<file path="src/rtl/seg_scan_driver_pkg.sv">
// Shared types and constants for the multiplexed 7-segment scan driver.
// Holds the scan FSM state type, the anode polarity and the default slot timing.
package seg_pkg;

  typedef enum logic {
    BLANK = 1'b0,
    DRIVE = 1'b1
  } scan_state_t;

  // Board anodes are driven through PNP switches, so a low level lights a digit.
  localparam logic SEG_ACTIVE_LOW = 1'b1;
  localparam logic AN_ON  = SEG_ACTIVE_LOW ? 1'b0 : 1'b1;
  localparam logic AN_OFF = SEG_ACTIVE_LOW ? 1'b1 : 1'b0;

  localparam int DEF_DIGIT_CYCLES = 100000;
  localparam int DEF_BLANK_CYCLES = 1000;

  // Index width for a count of n items, never narrower than one bit.
  function automatic int idx_width(input int n);
    return (n > 1) ? $clog2(n) : 1;
  endfunction

endpackage

</file>
<file path="src/rtl/seg_scan_driver_tick_gen.sv">
// Slot counter for the scan driver: counts 0..DIGIT_CYCLES-1 and flags the
// last blanking cycle and the last cycle of the slot.
module scan_tick_gen
  import seg_pkg::*;
#(
  parameter int DIGIT_CYCLES = DEF_DIGIT_CYCLES,
  parameter int BLANK_CYCLES = DEF_BLANK_CYCLES
) (
  input  logic clk,
  input  logic rst_n,
  output logic blank_done,
  output logic slot_done
);

  localparam int CNT_W = idx_width(DIGIT_CYCLES);

  if (BLANK_CYCLES < 1 || BLANK_CYCLES >= DIGIT_CYCLES) begin : g_bad_timing
    $error("scan_tick_gen: BLANK_CYCLES must satisfy 1 <= BLANK_CYCLES < DIGIT_CYCLES");
  end

  logic [CNT_W-1:0] cnt_q;
  logic [CNT_W-1:0] cnt_d;

  assign slot_done  = (cnt_q == CNT_W'(DIGIT_CYCLES - 1));
  assign blank_done = (cnt_q == CNT_W'(BLANK_CYCLES - 1));

  always_comb begin
    cnt_d = cnt_q + 1'b1;
    if (slot_done) begin
      cnt_d = '0;
    end
  end

  always_ff @(posedge clk or negedge rst_n) begin
    if (!rst_n) begin
      cnt_q <= '0;
    end else begin
      cnt_q <= cnt_d;
    end
  end

endmodule

</file>
<file path="src/rtl/seg_scan_driver.sv">
// Time-multiplexed digit scanner: double-buffers a packed nibble frame, walks
// the digits with a blanking gap per slot and drives active-low anode strobes.
module seg_scan_driver
  import seg_pkg::*;
#(
  parameter int NUM_DIGITS   = 8,
  parameter int DIGIT_CYCLES = DEF_DIGIT_CYCLES,
  parameter int BLANK_CYCLES = DEF_BLANK_CYCLES,
  parameter int IDX_W        = idx_width(NUM_DIGITS)
) (
  input  logic                    clk,
  input  logic                    rst_n,
  input  logic [4*NUM_DIGITS-1:0] digits_in,
  input  logic [NUM_DIGITS-1:0]   digit_en_in,
  input  logic                    load_req,
  output logic                    load_ack,
  output logic [3:0]              nibble_out,
  output logic [NUM_DIGITS-1:0]   an_n,
  output logic [IDX_W-1:0]        digit_idx,
  output logic                    frame_start
);

  if (NUM_DIGITS < 1 || NUM_DIGITS > 8) begin : g_bad_digits
    $error("seg_scan_driver: NUM_DIGITS must be in 1..8");
  end

  logic blank_done;
  logic slot_done;

  scan_tick_gen #(
    .DIGIT_CYCLES(DIGIT_CYCLES),
    .BLANK_CYCLES(BLANK_CYCLES)
  ) u_tick (
    .clk       (clk),
    .rst_n     (rst_n),
    .blank_done(blank_done),
    .slot_done (slot_done)
  );

  scan_state_t             state_q, state_d;
  logic [IDX_W-1:0]        idx_q, idx_d;
  logic [4*NUM_DIGITS-1:0] dig_q, dig_d;
  logic [NUM_DIGITS-1:0]   en_q, en_d;
  logic [3:0]              nib_q, nib_d;
  logic [NUM_DIGITS-1:0]   an_q, an_d;
  logic                    fs_q, fs_d;
  logic                    ack_q, ack_d;
  logic                    wrap;
  logic                    capture;
  logic [NUM_DIGITS-1:0]   sel_d;

  always_comb begin
    state_d = state_q;
    unique case (state_q)
      BLANK: if (blank_done) state_d = DRIVE;
      DRIVE: if (slot_done)  state_d = BLANK;
    endcase
  end

  // The shadow frame only moves on the wrap edge, so a frame never tears.
  assign wrap    = slot_done && (idx_q == IDX_W'(NUM_DIGITS - 1));
  assign capture = wrap && load_req;

  always_comb begin
    idx_d = idx_q;
    if (slot_done) begin
      idx_d = wrap ? '0 : idx_q + 1'b1;
    end
    dig_d = capture ? digits_in   : dig_q;
    en_d  = capture ? digit_en_in : en_q;
    fs_d  = wrap;
    ack_d = capture;
  end

  for (genvar gi = 0; gi < NUM_DIGITS; gi++) begin : g_sel
    assign sel_d[gi] = (idx_d == IDX_W'(gi));
  end

  // Outputs are computed from next-state values so they line up with the counter.
  always_comb begin
    nib_d = nib_q;
    an_d  = {NUM_DIGITS{AN_OFF}};
    for (int k = 0; k < NUM_DIGITS; k++) begin
      if (slot_done && sel_d[k]) begin
        nib_d = dig_d[4*k +: 4];
      end
      if (state_d == DRIVE && sel_d[k] && en_d[k]) begin
        an_d[k] = AN_ON;
      end
    end
  end

  always_ff @(posedge clk or negedge rst_n) begin
    if (!rst_n) begin
      state_q <= BLANK;
      idx_q   <= '0;
      dig_q   <= '0;
      en_q    <= '0;
      nib_q   <= '0;
      an_q    <= {NUM_DIGITS{AN_OFF}};
      fs_q    <= 1'b0;
      ack_q   <= 1'b0;
    end else begin
      state_q <= state_d;
      idx_q   <= idx_d;
      dig_q   <= dig_d;
      en_q    <= en_d;
      nib_q   <= nib_d;
      an_q    <= an_d;
      fs_q    <= fs_d;
      ack_q   <= ack_d;
    end
  end

  assign load_ack    = ack_q;
  assign nibble_out  = nib_q;
  assign an_n        = an_q;
  assign digit_idx   = idx_q;
  assign frame_start = fs_q;

endmodule

</file>
<file path="config.mk">
export PLATFORM = sky130hd
export DESIGN_NAME = seg_scan_driver
export DESIGN_NICKNAME = d
export VERILOG_FILES = /design/src/rtl/seg_scan_driver_pkg.sv /design/src/rtl/seg_scan_driver_tick_gen.sv /design/src/rtl/seg_scan_driver.sv
export SDC_FILE = /design/constraint.sdc
export NUM_CORES = 1
export LEC_CHECK = 0
export CORE_UTILIZATION = 45
export CTS_BUF_LIST = sky130_fd_sc_hd__clkbuf_4
export DETAILED_ROUTE_END_ITERATION = 8
export HOLD_SLACK_MARGIN = 0.08
export PLACE_DENSITY = 0.7
export SLEW_MARGIN = 0
export SYNTH_ARGS = -nofsm -noshare
export SYNTH_HDL_FRONTEND = slang
export SYNTH_SLANG_ARGS = --single-unit
</file>
<file path="constraint.sdc">
create_clock -name clk -period 3.1 [get_ports clk]
set_clock_uncertainty 0.2 [all_clocks]
set_input_delay 0.62 -clock clk [delete_from_list [all_inputs] [get_ports clk]]
set_output_delay 0.62 -clock clk [all_outputs]
set_load 0.1 [all_outputs]
</file>
==> impl_metrics.toml, run 1 <==
[clocking]
numCtsBuffers = 9
clkTransAtPathRegs_ns = 0.12
cts_buffer_depth = 2
cts_tree = "done"
clkLatencyLatePin_ns = 0.41
h-tree-depth = 3
postCtsSetupBuffers = 0
cts_sinks = 75
cts-resized-gates = 0
cts-root-buf = "clkbuf_4"

[timing]
final_max_slew_viol_count = 0
rsz0062_at_grt = "no"
fin_crit_ns = 2.99
finalSetupViolations = 0
finalHoldViolCount = 0
fmax_mhz = 334
period_share_pct = 96.6
holdWs_ns = 0.269
finalSetupTns_ns = 0
slew_headroom_pct = 64.7
worst_pin_slew_ns = 0.526

[floorplan]
start_util_pct = 47.3
io_pins = 60
rows = 31
die_w_um = 90.0
die_area_um2 = 8100
core-area_um2 = 7370
die_h_um = 90.0

[finish]
stdcell_area_um2 = 4360
diodes = 0
fin_cells = 471
drive_above_1_share_pct = 26.3
final_common_cell = "dfrtp_1"
multi_input_area_um2 = 1530
final_cell_mix = "dfrtp_1, clkdlybuf4s50_1, mux2_2"
nets = 413
regArea_um2 = 1890
area_growth_pct = 25.0
fillerInstances = 651

[worst_setup_path]
crit_required_ns = 3.21
critPathKind = "register to register"
cp.buffers_inverters = 0
start_kind = "register"
slowest_delay_ns = 0.72
crit_path_top_delay_cell = "or4_4"
crit_arrival_ns = 3.11
rr_worst_depth = 5
worst-path-max-fanout = 29
r2r_setup_slack_ns = 0.11
cp_top_family = "simple AND/OR/NAND/NOR gates"
crit_cells = 5
crit_chain = "or4b_1, or4_4, nor3_1, a311oi_1, o32a_1"
cp-end-kind = "register"

[place]
placed_cell_area_um2 = 4190
dp.cells = 454
place_congestion = 0.896
dpl.hpwl_um = 5330
port_buffers = 59

[power_and_ir_drop]
powerDensity_nw_per_um2 = 395
ir_worst_vdd_v = 0.000248
p_total_uw = 1720
power.leakage_uw = 0.00201

[detailed_routing]
vias = 2551
antenna_left = 0
drt-initial-drc-count = 184
wl_um = 7520
wl_per_cell_um = 16.0
drc_errors = 0
dr.pass1.iters = 4
vias_per_cell = 5.42

[global_route]
grt_max_degree = 76
overflow = 0
grt_pass1_vias = 2469
antenna_found_initial = 0
grt_util_all_layers_pct = 19.6
grt_pass1_wl_um = 12400

[synth]
synth_compound_area_share_pct = 9.63
synth.area.mux_share_pct = 13.4
synth_seq_cells = 75
async_reset_ff_share_pct = 100
yosys.area_share.simple_pct = 16.5
synth_top_family_by_area = "simple AND/OR/NAND/NOR gates"
synth-adder-area-share_pct = 1.08
yosys.area_share.xor_xnor_pct = 3.27
ys_warn_count = 0
synth_edf_count = 0
ys_types = 44
syn-num-nets = 344
synthCells = 298
synth_ff_type = "dfrtp_1"
syn_avg_cell_area_um2 = 11.7
syn_area_um2 = 3480
synth.yosys.seq_area_share_pct = 54.2

[run_status]
status = "finished clean"

[hold_path]
min_path_cells = 1
hp-class = "register to register"

[flow_run]
drv_cap = 0
[kinds of logic after synthesis]
| family | Yosys count |
|---|---|
| AOI/OAI and AO/OA | 47 |
| xor gates and xnor gates | 13 |
| and+or+nand+nor | 103 |
| muxes | 42 |
| adders and majority gates | 3 |
| DFF | 75 |
| buffers and inverters | 15 |
[metrics by stage]
step                setup slack (ns)  util (%)
finish                         0.106      59.1
global route                  0.0201      59.1
CTS                            0.141      59.1
detailed placement             0.163      56.9
global placement               0.223      56.9
floorplan                     0.0184         -
[final timing paths]
path                                       from              end
worst min register to register  u_tick.cnt_q[0]  u_tick.cnt_q[0]
min in group asynchronous                 rst_n  u_tick.cnt_q[1]
worst min-delay path            u_tick.cnt_q[0]  u_tick.cnt_q[0]
worst max-delay path            u_tick.cnt_q[8]    nibble_out[3]
worst max register to register  u_tick.cnt_q[8]    nibble_out[3]
max in group asynchronous                 rst_n          an_n[2]
[metal layers]
| layer | vias up | GRT usage [%] | wire length (µm) |
|---|---|---|---|
| met1 | 1236 | 29.6 | 3740 |
| li1 | 1234 | - | - |
| met3 | 11 | 3.64 | 315 |
| met5 | - | 0 | 0 |
| met4 | 0 | 8.87 | 147 |
| met2 | 70 | 27.3 | 3320 |
[layout make-up]
| type | count | share of cell area, % |
|---|---|---|
| Sequential cell | 75 | 43.3 |
| Multi-Input combinational cell | 208 | 35.2 |
| Timing Repair Buffer | 71 | 14.9 |
| Tap cell | 99 | 2.84 |
| Clock inverter | 6 | 1.84 |
| Clock buffer | 10 | 1.72 |
| Inverter | 2 | 0.172 |
[cells in the mapped netlist (2+ instances only)]
cell type	number	area, µm²
or3b_2	4	35.0
o32a_1	2	20.0
and3_1	5	31.3
a311oi_1	4	35.0
nand2_1	25	93.8
nand2b_1	3	18.8
and2_1	5	31.3
or4_1	4	30.0
nor2_1	11	41.3
o31a_1	4	35.0
a211o_1	2	17.5
nand3b_1	2	15.0
ha_1	3	37.5
nor3_1	10	50.1
mux2_2	37	417
or3b_1	2	17.5
or4_4	2	22.5
dfrtp_1	67	1680
o22ai_1	5	31.3
a31oi_1	3	18.8
nor2b_1	5	31.3
xor2_1	5	43.8
a222oi_1	2	20.0
a21oi_1	2	10.0
xnor2_1	8	70.1
buf_2	4	20.0
or3_1	2	12.5
a2bb2oi_1	2	17.5
nor4_1	5	31.3
o21ai_0	15	75.1
clkbuf_1	8	30.0
mux2i_1	5	50.1
a22o_1	3	26.3
nand3_1	14	70.1
nand4_1	2	12.5
dfstp_2	8	210
[sequential cells by signal, summed over array words and instances (netlist names)]
register / count
dig_q: 32
u_tick.cnt_q: 17
an_n: 8
nibble_out: 4
state_q: 1
digit_idx: 3
load_ack: 1
en_q: 8
frame_start: 1
[power breakdown]
| part | internal [µW] | switching [µW] |
|---|---|---|
| registers | 979 | 0 |
| logic | 49.1 | 27.2 |
| clock network | 330 | 338 |
| total | 1360 | 365 |
[timing repair]
action | CTS | global route
endpoints found under the setup margin | 0 | 0
endpoints found under the hold margin | 67 | 0
hold buffers | 1 | 0
Note: power is estimated with default switching activity, not from simulation.
==> inputs of run 2 (changes only) <==
--- a/config.mk
+++ b/config.mk
@@ -9,8 +9,9 @@
 export CTS_BUF_LIST = sky130_fd_sc_hd__clkbuf_4
 export DETAILED_ROUTE_END_ITERATION = 8
 export HOLD_SLACK_MARGIN = 0.08
-export PLACE_DENSITY = 0.7
+export PLACE_DENSITY = 0.69
 export SLEW_MARGIN = 0
 export SYNTH_ARGS = -nofsm -noshare
 export SYNTH_HDL_FRONTEND = slang
+export SYNTH_HIERARCHICAL = 1
 export SYNTH_SLANG_ARGS = --single-unit
==> impl_metrics.toml, run 2 <==
[synth]
synthTopCellsByArea = "dfrtp_1, nand2_1, dfstp_2"
ys_types = 62
synth.yosys.seq_area_share_pct = 51.0
syn-num-nets = 403
synth_edf_count = 0
ys_warn_count = 6
synth_seq_cells = 75
syn_area_um2 = 3700
syn_avg_cell_area_um2 = 10.4
synth_top_area_share_pct = 45.3
yosysTopAreaCell = "dfrtp_1"
synthCells = 356
synth_ff_type = "dfrtp_1"
yosys-top-cells-count = "nand2_1, dfrtp_1, nor2_1, inv_1, mux2_2"
async_reset_ff_share_pct = 100
synthMostInstantiatedCell = "nand2_1"

[detailed_routing]
antenna_left = 0
wl_um = 8270
dr.pass1.iters = 5
wl_per_cell_um = 15.7
drc_errors = 0
drt-initial-drc-count = 105
vias = 2858
vias_per_cell = 5.43

[finish]
reg_top3 = "dig_q (32), u_tick/cnt_q (17)"
drive_above_1_share_pct = 22.9
final_common_cell = "nand2_1"
final_cell_mix = "nand2_1, dfrtp_1, clkdlybuf4s50_1"
top_register = "dig_q"
utilization_pct = 58.1
diodes = 0
largest_register_ff_count = 32
fin_cells = 526
nets = 466
area_growth_pct = 23.3

[place]
dpl.hpwl_um = 5910
dp.cells = 510
place_congestion = 0.804
port_buffers = 59

[clocking]
cts-root-buf = "clkbuf_4"
clkTransAtPathRegs_ns = 0.11
cts_buffer_depth = 2
postCtsSetupBuffers = 0
cts_sinks = 75
numCtsBuffers = 9
h-tree-depth = 3
cts_hold_buf = 0
cts_tree = "done"
clkLatencyLatePin_ns = 0.41

[global_route]
grt_util_all_layers_pct = 21.1
grt_max_degree = 76
overflow = 0
grt_pass1_wl_um = 13900
antenna_found_initial = 0
grt_pass1_vias = 2786

[timing]
fin_crit_ns = 2.88
worst_pin_slew_ns = 0.922
final_max_slew_viol_count = 0
finalSetupTns_ns = 0
period_share_pct = 92.9
slew_headroom_pct = 38.5
finalHoldViolCount = 0
finalSetupViolations = 0
rsz0062_at_grt = "yes"
fmax_mhz = 347
holdWs_ns = 0.141

[worst_setup_path]
worst-path-max-fanout = 13
critPathKind = "register to register"
cp-end-kind = "register"
crit_required_ns = 3.24
crit_start = "u_tick/cnt_q[1]"
crit_arrival_ns = 3.02
r2r-start = "u_tick/cnt_q[1]"
start_kind = "register"

[run_status]
status = "finished clean"

[floorplan]
rows = 32
die_area_um2 = 8590
core-area_um2 = 7850
io_pins = 60
start_util_pct = 47.2
die_w_um = 92.7
die_h_um = 92.7

[power_and_ir_drop]
powerDensity_nw_per_um2 = 381
power.leakage_uw = 0.00223
p_total_uw = 1740
ir_worst_vdd_v = 0.000206

[hold_path]
hp-class = "input pin to asynchronous set/reset pin"

[flow_run]
drv_cap = 0
run 2: cell types whose count changed in the layout (fill, tap and decap cells not counted), sizes merged, moves of 7 or more:
cell	previous run	this run
inv	1	14
mux2	37	12
nand2	25	69
nand4	2	9
nor2	12	25
o21ai	15	6
run 2: routing by layer:
layer	global-route usage, %	part of all wire (%)	vias up
met2	31.5	47	77
met3	2.96	4.7	10
met1	30.9	46	1399
met5	0	0	-
met4	8.46	1.4	0
li1	-	-	1372
run 2: path summary, 6_finish.rpt:
check / slack (ns) / endpoint / cells past startpoint
max in group asynchronous: 1.97 / dig_q[14] / 1
worst max register to register: 0.22 / nibble_out[3] / 9
worst min-delay path: 0.14 / u_tick/cnt_q[6] / 1
min in group clk: 0.28 / en_q[1] / 2
worst min register to register: 0.28 / en_q[1] / 2
worst max-delay path: 0.22 / nibble_out[3] / 9
run 2: repair_timing:
item / in CTS / in global routing
endpoints found under the hold margin: 0 / 0
gates resized for setup: 0 / 4
endpoints found under the setup margin: 0 / 2
run 2: area by class of cell:
| cell class | count | area [µm²] |
|---|---|---|
| tap | 102 | 128 |
| multi-input combinational | 245 | 1670 |
| fill | 703 | 3280 |
| timing repair buffer | 72 | 659 |
| clock buffer | 13 | 97.6 |
| sequential | 75 | 1890 |
| inverter | 16 | 60.1 |
| clock inverter | 3 | 63.8 |
run 2: power by group:
| group | switching (µW) | internal [µW] |
|---|---|---|
| sequential | 0 | 978 |
| combinational | 26.6 | 46.1 |
| clock | 324 | 362 |
| total | 351 | 1390 |
run 2: through the flow:
| stage | instance area [µm²] | setup slack [ns] |
|---|---|---|
| detailed placement | 4380 | 0.214 |
| global placement | 4380 | 0.280 |
| floorplan | 3700 | 0.229 |
| global route | 4560 | 0.00410 |
| finish | 4560 | 0.219 |
| CTS | 4540 | 0.186 |
run 2: critical path, cell delays in order, from the launching register on:
cell     delay, ns
dfrtp_1       0.44
ha_1          0.19
nand3_2       0.18
nor4_4        0.40
buf_4         0.27
nor3b_2       0.30
and3_1        0.31
a22oi_1       0.12
a211o_1       0.26
a31oi_1       0.15
run 2: logic make-up (layout without fill, tap and decap cells):
| family | count (synthesis) | after routing | synth area share (%) |
|---|---|---|---|
| flops | 75 | 75 | 51.0 |
| mux | 21 | 21 | 6.09 |
| fa+ha+maj | 4 | 4 | 1.35 |
| simple gates | 158 | 158 | 23.9 |
| buf+inv | 36 | 104 | 4.77 |
| compound gates | 47 | 47 | 9.33 |
| xor+xnor | 15 | 15 | 3.55 |
